<file path="src/rtl/float16_divider.sv">
// rtl/float16_divider.sv - iterative IEEE 754 half-precision divider, result = a / b
module float16_divider #(
    parameter int LATENCY = 15
) (
    input  logic        clk,
    input  logic        rst_n,
    input  logic        in_valid,
    output logic        in_ready,
    input  logic [15:0] a,
    input  logic [15:0] b,
    output logic        out_valid,
    input  logic        out_ready,
    output logic [15:0] result,
    output logic        busy
);

    localparam logic [2:0] S_IDLE   = 3'd0;
    localparam logic [2:0] S_UNPACK = 3'd1;
    localparam logic [2:0] S_ITER   = 3'd2;
    localparam logic [2:0] S_ROUND  = 3'd3;
    localparam logic [2:0] S_HOLD   = 3'd4;

    // Accept and UNPACK take one edge each, ROUND lands on edge LATENCY.
    localparam int          ITER_CYCLES = LATENCY - 2;
    localparam logic [3:0]  ITER_LAST   = 4'(ITER_CYCLES - 1);

    logic [2:0]         state;
    logic [15:0]        a_q;
    logic [15:0]        b_q;
    logic               sign;
    logic signed [6:0]  exp_q;
    logic [11:0]        rem;
    logic [10:0]        div;
    logic [12:0]        quo;
    logic [3:0]         cnt;
    logic               special;
    logic [15:0]        special_res;
    logic [15:0]        result_q;

    // Operand classification; exp=0 is treated as zero, so subnormals flush.
    logic        a_zero, b_zero, a_inf, b_inf, a_nan, b_nan;
    logic        u_sign;
    logic [10:0] ma, mb;
    logic signed [6:0] e0;

    always_comb begin
        a_zero = (a_q[14:10] == 5'd0);
        b_zero = (b_q[14:10] == 5'd0);
        a_inf  = (a_q[14:10] == 5'd31) && (a_q[9:0] == 10'd0);
        b_inf  = (b_q[14:10] == 5'd31) && (b_q[9:0] == 10'd0);
        a_nan  = (a_q[14:10] == 5'd31) && (a_q[9:0] != 10'd0);
        b_nan  = (b_q[14:10] == 5'd31) && (b_q[9:0] != 10'd0);
        u_sign = a_q[15] ^ b_q[15];
        ma     = {1'b1, a_q[9:0]};
        mb     = {1'b1, b_q[9:0]};
        e0     = $signed({2'b00, a_q[14:10]}) - $signed({2'b00, b_q[14:10]}) + 7'sd15;
    end

    logic [11:0] rem_next;
    logic        q_bit;

    always_comb begin
        q_bit    = (rem >= {1'b0, div});
        rem_next = q_bit ? (rem - {1'b0, div}) : rem;
    end

    // Round-to-nearest-even on quo = {int, frac[9:0], G, R}, sticky from remainder.
    logic              inc;
    logic [11:0]       mant_sum;
    logic              carry;
    logic signed [6:0] exp_r;
    logic [15:0]       normal_res;

    always_comb begin
        inc        = quo[1] && (quo[0] || (rem != 12'd0) || quo[2]);
        mant_sum   = {1'b0, quo[12:2]} + {11'd0, inc};
        carry      = (mant_sum[11:10] == 2'b10);
        exp_r      = carry ? (exp_q + 7'sd1) : exp_q;
        if (exp_r >= 7'sd31)
            normal_res = {sign, 15'h7C00};
        else if (exp_r <= 7'sd0)
            normal_res = {sign, 15'h0000};
        else
            normal_res = {sign, exp_r[4:0], carry ? 10'd0 : mant_sum[9:0]};
    end

    always_ff @(posedge clk or negedge rst_n) begin
        if (!rst_n) begin
            state       <= S_IDLE;
            a_q         <= 16'd0;
            b_q         <= 16'd0;
            sign        <= 1'b0;
            exp_q       <= 7'sd0;
            rem         <= 12'd0;
            div         <= 11'd0;
            quo         <= 13'd0;
            cnt         <= 4'd0;
            special     <= 1'b0;
            special_res <= 16'd0;
            result_q    <= 16'd0;
        end else begin
            case (state)
                S_IDLE: begin
                    if (in_valid) begin
                        a_q   <= a;
                        b_q   <= b;
                        state <= S_UNPACK;
                    end
                end
                S_UNPACK: begin
                    sign <= u_sign;
                    if (a_nan || b_nan || (a_zero && b_zero) || (a_inf && b_inf)) begin
                        special     <= 1'b1;
                        special_res <= 16'h7E00;
                    end else if (a_inf || b_zero) begin
                        special     <= 1'b1;
                        special_res <= {u_sign, 15'h7C00};
                    end else if (a_zero || b_inf) begin
                        special     <= 1'b1;
                        special_res <= {u_sign, 15'h0000};
                    end else begin
                        special     <= 1'b0;
                        special_res <= 16'd0;
                    end
                    // Pre-normalise so the quotient falls in [1, 2).
                    if (ma < mb) begin
                        rem   <= {ma, 1'b0};
                        exp_q <= e0 - 7'sd1;
                    end else begin
                        rem   <= {1'b0, ma};
                        exp_q <= e0;
                    end
                    div   <= mb;
                    quo   <= 13'd0;
                    cnt   <= 4'd0;
                    state <= S_ITER;
                end
                S_ITER: begin
                    quo <= {quo[11:0], q_bit};
                    rem <= {rem_next[10:0], 1'b0};
                    cnt <= cnt + 4'd1;
                    if (cnt == ITER_LAST)
                        state <= S_ROUND;
                end
                S_ROUND: begin
                    result_q <= special ? special_res : normal_res;
                    state    <= S_HOLD;
                end
                S_HOLD: begin
                    if (out_ready)
                        state <= S_IDLE;
                end
                default: state <= S_IDLE;
            endcase
        end
    end

    assign in_ready  = (state == S_IDLE);
    assign out_valid = (state == S_HOLD);
    assign busy      = (state != S_IDLE);
    assign result    = result_q;

endmodule

</file>
<file path="config.mk">
export PLATFORM = sky130hd
export DESIGN_NAME = float16_divider
export DESIGN_NICKNAME = d
export VERILOG_FILES = /design/src/rtl/float16_divider.sv
export SDC_FILE = /design/constraint.sdc
export NUM_CORES = 1
export LEC_CHECK = 0
export CAP_MARGIN = 20
export CELL_PAD_IN_SITES_DETAIL_PLACEMENT = 0
export CELL_PAD_IN_SITES_GLOBAL_PLACEMENT = 2
export CORE_ASPECT_RATIO = 1.2
export CORE_MARGIN = 2
export CORE_UTILIZATION = 37
export CTS_CLUSTER_DIAMETER = 120
export CTS_CLUSTER_SIZE = 20
export DETAILED_ROUTE_END_ITERATION = 10
export HOLD_SLACK_MARGIN = 0.15
export PLACE_DENSITY_LB_ADDON = 0.1
export SETUP_SLACK_MARGIN = 0.05
export SYNTH_ARGS = -nofsm -noshare
export SYNTH_HDL_FRONTEND = slang
export SYNTH_SLANG_ARGS = --single-unit
export TNS_END_PERCENT = 20
</file>
<file path="constraint.sdc">
create_clock -name clk -period 3.6 [get_ports clk]
set_input_delay 1.08 -clock clk [delete_from_list [all_inputs] [get_ports clk]]
set_output_delay 1.08 -clock clk [all_outputs]
set_load 0.05 [all_outputs]
</file>
==> run metrics, run 1 <==
Syn Nets=708; Leak=3.05 nW; RD Place Congestion=0.811; DRC=0; Worst VDD drop=0.430 mV; Area contributors post-synth=dfrtp_1 42%, ha_1 6.4%, o21ai_0 5.7%; synthesized area=6080 µm²; die area=17500 µm²; setup TNS=0 ns; pwr dens=1080 nW/µm²; met2 Resource Use GR=30.5%; Post-CTS Resized=0; Port-buffer cells=54; top cell type's share of synthesized area=42.4%; Final #Nets=754; simple-gate share of the synthesized area=16.2%; Seq/Total Area, Yosys=42.4%; Antenna Cells=0; final setup skew=0.0110 ns; Req. time, crit path=2.52 ns; Ys Warns=0; Peak Freq=0.315 GHz; total power=0.00766 W; multiplexer share of the synthesized area=5.88%; status=finished, final reports clean; FP Rows=51; CTS Hold Buffers Added=0; Setup crit end kind=output port; CP max FO=9; io pins=55; Final HPWL DP=10.9 mm; routing usage on met1=24.0%; first-pass GRT wire length=24.9 mm; core outline area=16100 µm²; WP data arrival=2.09 ns; Worst-Margin Slew=0.754 ns; Startpoint Class=flop; Final Max Slew Viols=0; Routed wire per std cell=16.3 µm; final hold violations=0; Post-Synth XOR/XNOR Area=4.98%; Die Ht=144 µm; Post-Route WL=14.7 mm; main combinational cell family by area after synthesis=compound AO/OA/AOI/OAI gates; Sw Share=45.8%; Unique masters post-synth=66; CTS Buffer Depth=2; most frequent cells in the layout=103 x dfrtp_1, 85 x nand2_1, 69 x o21ai_0, 53 x clkdlybuf4s50_1, 42 x inv_1; combinational share of power=58.0%; Most used DFF post-synth=dfrtp_1; CTS H-tree depth=3; final setup fails=0; largest net degree at the start of global routing=74; post-synthesis adder-cell area fraction=7.03%; CTS tree=done; asr flop ratio synth=100%; starting density of the core=37.7%; clk slew on worst S/H paths=0.07 ns; commonest non-fill, non-tap cell in the layout=dfrtp_1; Seq pwr share=28.7%; post-route ant nets=0; vias in the first global route=4903; synthesis-to-finish area growth=17.0%; gr ovfl total=0; Post-synth EDFFs=0; Tcrit/Tclk final=88.1%; GRT Total Usage=18.1%; crit path kind=reg -> out; max-cap violations=0; Clock power frac=13.3%; setup bufs post-CTS=0; CTS Sinks=103; worst skew pair latency=0.35 ns; Tmin final=3.17 ns; HP Class=reg -> reg; routing usage on met3=2.48%; slew margin rel.=49.4%; via/cell ratio=5.31; CTS buffer count=9; Synth Instances=639; cell taking the most area after synthesis=dfrtp_1; RSZ-0062 raised after global routing=false; Die X=121 µm; synthesized flop and latch total=103; 1st-iter DRT viols=223; post-synthesis compound-gate area fraction=18.0%; internal power=0.00415 W; switching power=0.00351 W; Via Count=4790; grt peak-use layer=met2; layout filler cell count=1616; root buffer cell=clkbuf_16; Pre-antenna DRT Iters=5; Avg Inst Size Synth=9.52 µm²; initial antenna violation count=0; share of layout cells above drive strength 1=9.86%
-- metal layers --
layer	share of wire, %	wire length (µm)
met5	0	0
met3	3.2	473
met4	1.5	227
met2	48	7080
met1	47	6920
-- critical path, stage by stage, from the launching register on --
cell,delay (ns)
dfrtp_1,0.47
or3_1,0.41
inv_1,0.07
clkdlybuf4s50_1,0.79
-- logic make-up after synthesis --
kind of cell	after synthesis
AND/OR/NAND/NOR	194
adder cells (fa/ha/maj)	33
XOR/XNOR	33
flip-flops	103
multiplexers	33
buffers and inverters	72
AO/OA/AOI/OAI	171
-- worst paths after layout --
check | from | endpoint | slack [ns] | cells past startpoint
min reg2reg | div[10] | div[10] | 0.45 | 2
max | state[1] | in_ready | 0.43 | 3
max reg2reg | a_q[10] | exp_q[4] | 0.67 | 9
max in group asynchronous | rst_n | b_q[12] | 2.19 | 2
min in group asynchronous | rst_n | div[9] | 0.66 | 1
min | div[10] | div[10] | 0.45 | 2
-- registers in the layout, summed over array words and instances, names as in the netlist --
signal,cells
div,11
cnt,4
quo,13
special_res,3
exp_q,7
b_q,16
state,3
result,16
special,1
rem,12
a_q,16
sign,1
-- power by group through the flow --
stage	Sequential [W]	Clock, W	Combinational, W
after floorplan	0.00212	0	0.00340
after global placement	0.00222	0	0.00441
after detailed placement	0.00222	0	0.00446
after CTS	0.00221	0.00105	0.00448
after global routing	0.00229	0.00109	0.00500
final	0.00220	0.00102	0.00444
-- per-stage QoR --
stage	hold slack (ns)	setup WS (ns)	utilization (%)	cell area, µm²	instances
global placement	0.433	0.778	42.2	6810	886
global route	0.500	0.334	44.1	7120	902
finish	0.452	0.429	44.1	7120	902
floorplan	0.418	0.881	-	6080	639
detailed placement	0.442	0.693	42.2	6810	886
CTS	0.460	0.414	44.1	7120	902
-- final cells by class --
type	instances	area [µm²]	share of cell area [%]
Tap cell	212	265	3.73
Timing Repair Buffer	65	633	8.89
Multi-Input combinational cell	464	3180	44.6
Inverter	42	158	2.21
Sequential cell	103	2580	36.2
Clock buffer	10	239	3.36
Clock inverter	6	67.6	0.949
-- synth_stat cells, types with 3 or more instances --
cell type,instances
o21a_1,10
a31oi_1,4
dfrtp_1,103
a21oi_1,24
ha_1,31
nor2b_1,7
inv_1,42
nor4_1,8
o21ai_0,69
xor2_1,14
o22ai_1,11
nor3b_1,3
clkbuf_8,4
o211ai_1,4
nand4_1,14
or3_1,4
nand3_1,13
a22o_1,11
mux2i_1,11
a21o_1,7
or4_1,3
o31ai_1,3
mux2_2,22
nor2_1,30
o41ai_1,10
a211oi_1,4
xnor2_1,18
nor3_1,5
clkbuf_1,19
nand2_1,85
Power figures use the tool's default switching activity.
==> run 2: changes to the inputs <==
--- a/config.mk
+++ b/config.mk
@@ -14,6 +14,7 @@
 export CTS_CLUSTER_DIAMETER = 120
 export CTS_CLUSTER_SIZE = 20
 export DETAILED_ROUTE_END_ITERATION = 10
+export GPL_ROUTABILITY_DRIVEN = 1
 export HOLD_SLACK_MARGIN = 0.15
 export PLACE_DENSITY_LB_ADDON = 0.1
 export SETUP_SLACK_MARGIN = 0.05
==> constraint.sdc (replaced) <==
create_clock -name clk -period 3.4 [get_ports clk]
set_input_delay 1.02 -clock clk [delete_from_list [all_inputs] [get_ports clk]]
set_output_delay 1.02 -clock clk [all_outputs]
set_load 0.05 [all_outputs]
==> run 2 against run 1 <==
  * Die area is the same
  * Global-route usage shrank 0.65 points
  * First-iteration DRC count shrank 10%
  * Hold slack gained 0.0059 ns
  * Critical path depth is the same
  * Setup slack lost 0.14 ns
  * Clock power grew 9.8%
  * Via count shrank 0.71%
  * Sequential power grew 6%
  * Non-clock buffer count grew 3
  * Largest cell class unchanged
  * Highest routed layer unchanged
==> run metrics, run 2 (synthesis results as in run 1) <==
CP max FO=9 (unchanged); pwr dens=1140 nW/µm² (+5.5%); io pins=55 (unchanged); FP Rows=51 (unchanged); final setup fails=0 (unchanged); via/cell ratio=5.26 (-0.93%); CTS Hold Buffers Added=0 (unchanged); vias in the first global route=4823 (-1.6%); Final #Nets=757 (+0.40%); Tmin final=3.12 ns; setup bufs post-CTS=0 (unchanged); Leak=3.08 nW (+0.84%); Antenna Cells=0 (unchanged); setup TNS=0 ns (unchanged); Startpoint Class=flop; gr ovfl total=0 (unchanged); initial antenna violation count=0 (unchanged); most frequent cells in the layout=103 x dfrtp_1, 85 x nand2_1, 69 x o21ai_0, 53 x clkdlybuf4s50_1, 42 x inv_1; pre-CTS setup slack=0.457 ns (-0.236 ns); GRT Total Usage=17.4% (-0.65 points); RD Place Congestion=0.820 (+1.2%); Via Count=4756 (-0.71%); DRC=0 (unchanged); first-pass GRT wire length=24.1 mm (-3.0%); CTS H-tree depth=3 (unchanged); met2 Resource Use GR=30.0% (-0.47 points); layout filler cell count=1584 (-2.0%); clk slew on worst S/H paths=0.07 ns (about the same); Pre-antenna DRT Iters=4 (-1); RSZ-0062 raised after global routing=false; Setup crit end kind=output port; Final Max Slew Viols=0 (unchanged); routing usage on met3=2.17% (-0.32 points); max-cap violations=0 (unchanged); status=finished, final reports clean; Req. time, crit path=2.38 ns (-0.14 ns); Peak Freq=0.321 GHz; Post-CTS Resized=0 (unchanged); worst skew pair latency=0.35 ns (about the same); routing usage on met1=22.9% (-1.2 points); commonest non-fill, non-tap cell in the layout=dfrtp_1; WP data arrival=2.10 ns (about the same); final hold violations=0 (unchanged); slack of the critical path=0.285 ns (-0.144 ns); crit path kind=reg -> out; largest net degree at the start of global routing=59 (-20%); die area=17500 µm² (unchanged); Worst VDD drop=0.401 mV (-6.6%); Post-Route WL=14.2 mm (-3.1%); grt peak-use layer=met2; Port-buffer cells=54 (unchanged); 1st-iter DRT viols=200 (-10%); Die Ht=144 µm (unchanged); slew margin rel.=47.4% (-2.0 points); Worst-Margin Slew=0.789 ns (+0.0347 ns); Die X=121 µm (unchanged); starting density of the core=37.7% (unchanged); Tcrit/Tclk final=91.6%; Final HPWL DP=10.6 mm (-2.3%); CTS buffer count=9 (unchanged); CTS Sinks=103 (unchanged); CTS tree=done; synthesis-to-finish area growth=17.5%; final setup skew=0.0112 ns (+0.000180 ns); root buffer cell=clkbuf_16; post-route ant nets=0 (unchanged); core outline area=16100 µm² (unchanged); HP Class=reg -> reg; share of layout cells above drive strength 1=10.1% (+0.26 points); CTS Buffer Depth=2 (unchanged); Core Util, Final=44.3% (+0.20 points); Routed wire per std cell=15.7 µm (-3.4%)
run 2: cell types whose count changed in the layout (fill, tap and decap cells not counted):
cell | before | now
clkinvlp_4 | 2 | 0
clkbuf_8 | 1 | 0
buf_4 | 11 | 14
inv_6 | 1 | 2
bufinv_16 | 1 | 2
run 2: worst max-delay path: stages (launching register included):
cell and delay [ns]:
dfrtp_1 0.47, or3_1 0.41, inv_1 0.07, clkdlybuf4s50_1 0.79
run 2: cell type report:
| cell class | instances | area (µm²) | area share (%) |
|---|---|---|---|
| Clock buffer | 9 | 225 | 3.15 |
| Clock inverter | 6 | 91.3 | 1.28 |
| Tap cell | 212 | 265 | 3.71 |
| Timing Repair Buffer | 68 | 656 | 9.17 |
| Multi-Input combinational cell | 464 | 3180 | 44.4 |
| Inverter | 42 | 158 | 2.20 |
| Sequential cell | 103 | 2580 | 36.0 |
run 2: metal layers:
| metal | up-vias | wire length, µm |
|---|---|---|
| li1 | 2377 | - |
| met1 | 2297 | 6770 |
| met2 | 73 | 6970 |
| met3 | 9 | 348 |
| met4 | 0 | 147 |
| met5 | - | 0 |
run 2: where the power goes:
| part | internal [W] | total, W | switching (W) |
|---|---|---|---|
| Combinational | 0.00209 | 0.00467 | 0.00258 |
| Clock | 0.000647 | 0.00112 | 0.000475 |
| Sequential | 0.00174 | 0.00233 | 0.000587 |
| Total | 0.00448 | 0.00812 | 0.00364 |
run 2: worst paths after layout:
check | startpoint | end | slack (ns) | cells after the start
worst max-delay path | state[1] | in_ready | 0.28 | 3
worst min-delay path | div[10] | div[10] | 0.46 | 2
worst max register to register | quo[1] | result[6] | 0.46 | 9
worst min register to register | div[10] | div[10] | 0.46 | 2
max in group asynchronous | rst_n | div[10] | 1.88 | 2
min in group asynchronous | rst_n | cnt[1] | 0.73 | 1
run 2: metrics by stage:
step | hold slack, ns | instance area (µm²) | power, W | cells
2_1_floorplan | 0.418 | 6080 | 0.00585 | 639
3_3_place_gp | 0.441 | 6830 | 0.00701 | 889
3_5_place_dp | 0.447 | 6830 | 0.00705 | 889
4_1_cts | 0.464 | 7150 | 0.00822 | 904
5_1_grt | 0.494 | 7150 | 0.00891 | 904
6_report | 0.457 | 7150 | 0.00812 | 904
==> run 3: changes to the inputs <==
--- a/config.mk
+++ b/config.mk
@@ -6,11 +6,11 @@
 export NUM_CORES = 1
 export LEC_CHECK = 0
 export CAP_MARGIN = 20
-export CELL_PAD_IN_SITES_DETAIL_PLACEMENT = 0
-export CELL_PAD_IN_SITES_GLOBAL_PLACEMENT = 2
+export CELL_PAD_IN_SITES_DETAIL_PLACEMENT = 1
+export CELL_PAD_IN_SITES_GLOBAL_PLACEMENT = 1
 export CORE_ASPECT_RATIO = 1.2
 export CORE_MARGIN = 2
-export CORE_UTILIZATION = 37
+export CORE_UTILIZATION = 40
 export CTS_CLUSTER_DIAMETER = 120
 export CTS_CLUSTER_SIZE = 20
 export DETAILED_ROUTE_END_ITERATION = 10
==> run 3 against run 2 <==
  * Largest power group unchanged
  * Via count up 2.2%
  * Critical path type unchanged
  * Sequential power hardly changed
  * Register-to-register slack worse by 0.08 ns
  * Clock power shrank 5%
  * Clock-buffer cell count rose by 2
==> run metrics, run 3 (synthesis results as in run 1) <==
most frequent cells in the layout=103 x dfrtp_1, 85 x nand2_1, 69 x o21ai_0, 53 x clkdlybuf4s50_1, 42 x inv_1; slack of the critical path=0.275 ns (-0.0101 ns); HP Class=reg -> reg; crit path kind=reg -> out; Peak Freq=0.320 GHz (-0.32%); Final HPWL DP=11.3 mm (+6.5%); gr ovfl total=0 (unchanged); Final Max Slew Viols=0 (unchanged); max-cap violations=0 (unchanged); CTS Hold Buffers Added=0 (unchanged); CP max FO=9 (unchanged); DRC=0 (unchanged); CTS tree=done; area of the multi-input gates=3180 µm² (unchanged); vias in the first global route=5218 (+8.2%); slew margin rel.=51.2% (+3.8 points); RSZ-0062 raised after global routing=false; Die X=117 µm (-3.7%); via/cell ratio=5.44 (+3.4%); Via Count=4863 (+2.2%); die area=16200 µm² (-7.3%); final hold violations=0 (unchanged); worst hold endpoint=div[10]; Startpoint Class=flop; CTS H-tree depth=3 (unchanged); post-route ant nets=0 (unchanged); pre-CTS setup slack=0.401 ns (-0.0563 ns); worst reg2reg setup slack=0.38 ns (-0.08 ns); Post-Route WL=15.5 mm (+8.8%); layout filler cell count=1752 (+11%); Worst VDD drop=0.479 mV (+19%); FP Rows=49 (-3.9%); pwr dens=1150 nW/µm² (+1.0%); total power=0.00814 W (+0.23%); GRT Total Usage=20.4% (+2.9 points); core outline area=15000 µm² (-7.3%); cell area after layout=7090 µm² (-0.80%); reg-to-reg critical path startpoint=quo[1]; Min-Delay Path Depth=2 (unchanged); Worst-Margin Slew=0.727 ns (-0.0620 ns); final setup skew=0.0119 ns (+0.000728 ns); hold wc startpoint=div[10]; final setup fails=0 (unchanged); CTS Buffer Depth=2 (unchanged); 1st-iter DRT viols=183 (-8.5%); r2r worst-path depth=9 (unchanged); Die Ht=139 µm (-3.7%); CTS buffer count=9 (unchanged); Register Area=2580 µm² (unchanged); initial antenna violation count=0 (unchanged); RD Place Congestion=0.848 (+3.4%); commonest non-fill, non-tap cell in the layout=dfrtp_1; FF-to-FF End=result[6]; Antenna Cells=0 (unchanged); Pre-antenna DRT Iters=4 (unchanged); worst skew pair latency=0.36 ns (about the same); Req. time, crit path=2.38 ns (about the same); io pins=55 (unchanged); setup bufs post-CTS=0 (unchanged); WP data arrival=2.11 ns (about the same); starting density of the core=40.7% (+3.0 points); Tmin final=3.13 ns (+0.0101 ns); DP Area=6800 µm² (-0.48%); root buffer cell=clkbuf_16; Post-CTS Resized=0 (unchanged); Routed wire per std cell=17.3 µm (+10%); Tcrit/Tclk final=91.9% (+0.30 points); Final #Nets=754 (-0.40%); largest net degree at the start of global routing=74 (+25%); status=finished, final reports clean; Leak=3.04 nW (-1.1%); first-pass GRT wire length=26.2 mm (+8.7%); setup TNS=0 ns (unchanged); Setup crit end kind=output port; Port-buffer cells=54 (unchanged); CTS Sinks=103 (unchanged); synthesis-to-finish area growth=16.6%; clk slew on worst S/H paths=0.07 ns (about the same); share of layout cells above drive strength 1=9.57% (-0.55 points)
-- run 3: layout make-up --
| type | instances | area share (%) |
|---|---|---|
| Inverter | 42 | 2.22 |
| Tap cell | 204 | 3.60 |
| Clock inverter | 5 | 0.829 |
| Multi-Input combinational cell | 464 | 44.8 |
| Clock buffer | 11 | 3.28 |
| Sequential cell | 103 | 36.3 |
| Timing Repair Buffer | 65 | 8.93 |
-- run 3: where the power goes --
part / switching, W / internal (W) / total, W
Combinational: 0.00266 / 0.00207 / 0.00473
Clock: 0.000487 / 0.000572 / 0.00106
Sequential: 0.000611 / 0.00174 / 0.00235
Total: 0.00376 / 0.00438 / 0.00814
-- run 3: worst max-delay path by stage --
stage | to | from | slack [ns] | cells after the start
after floorplan | a_q[0] | state[1] | 0.68 | 7
after global placement | exp_q[4] | a_q[10] | 0.58 | 9
after detailed placement | result[6] | quo[1] | 0.40 | 9
after CTS | in_ready | state[1] | 0.25 | 3
after global routing | in_ready | state[1] | 0.19 | 3
final | in_ready | state[1] | 0.27 | 3
-- run 3: metrics by stage --
stage                     utilization [%]  instances  hold slack [ns]
after floorplan                         -        639            0.418
after global placement               45.5        878            0.436
after detailed placement             45.5        878            0.442
after CTS                            47.4        894            0.465
after global routing                 47.4        894            0.509
final                                47.4        894            0.463
-- run 3: critical path, stage by stage (launching register included) --
cell and delay [ns]:
dfrtp_1 0.46, or3_1 0.41, inv_1 0.08, clkdlybuf4s50_1 0.80
-- run 3: routing by layer --
layer	wire length [µm]	track usage [%]	vias up
li1	-	-	2372
met1	7120	26.6	2397
met2	7670	34.4	74
met3	364	2.40	20
met4	337	7.80	0
met5	0	0	-
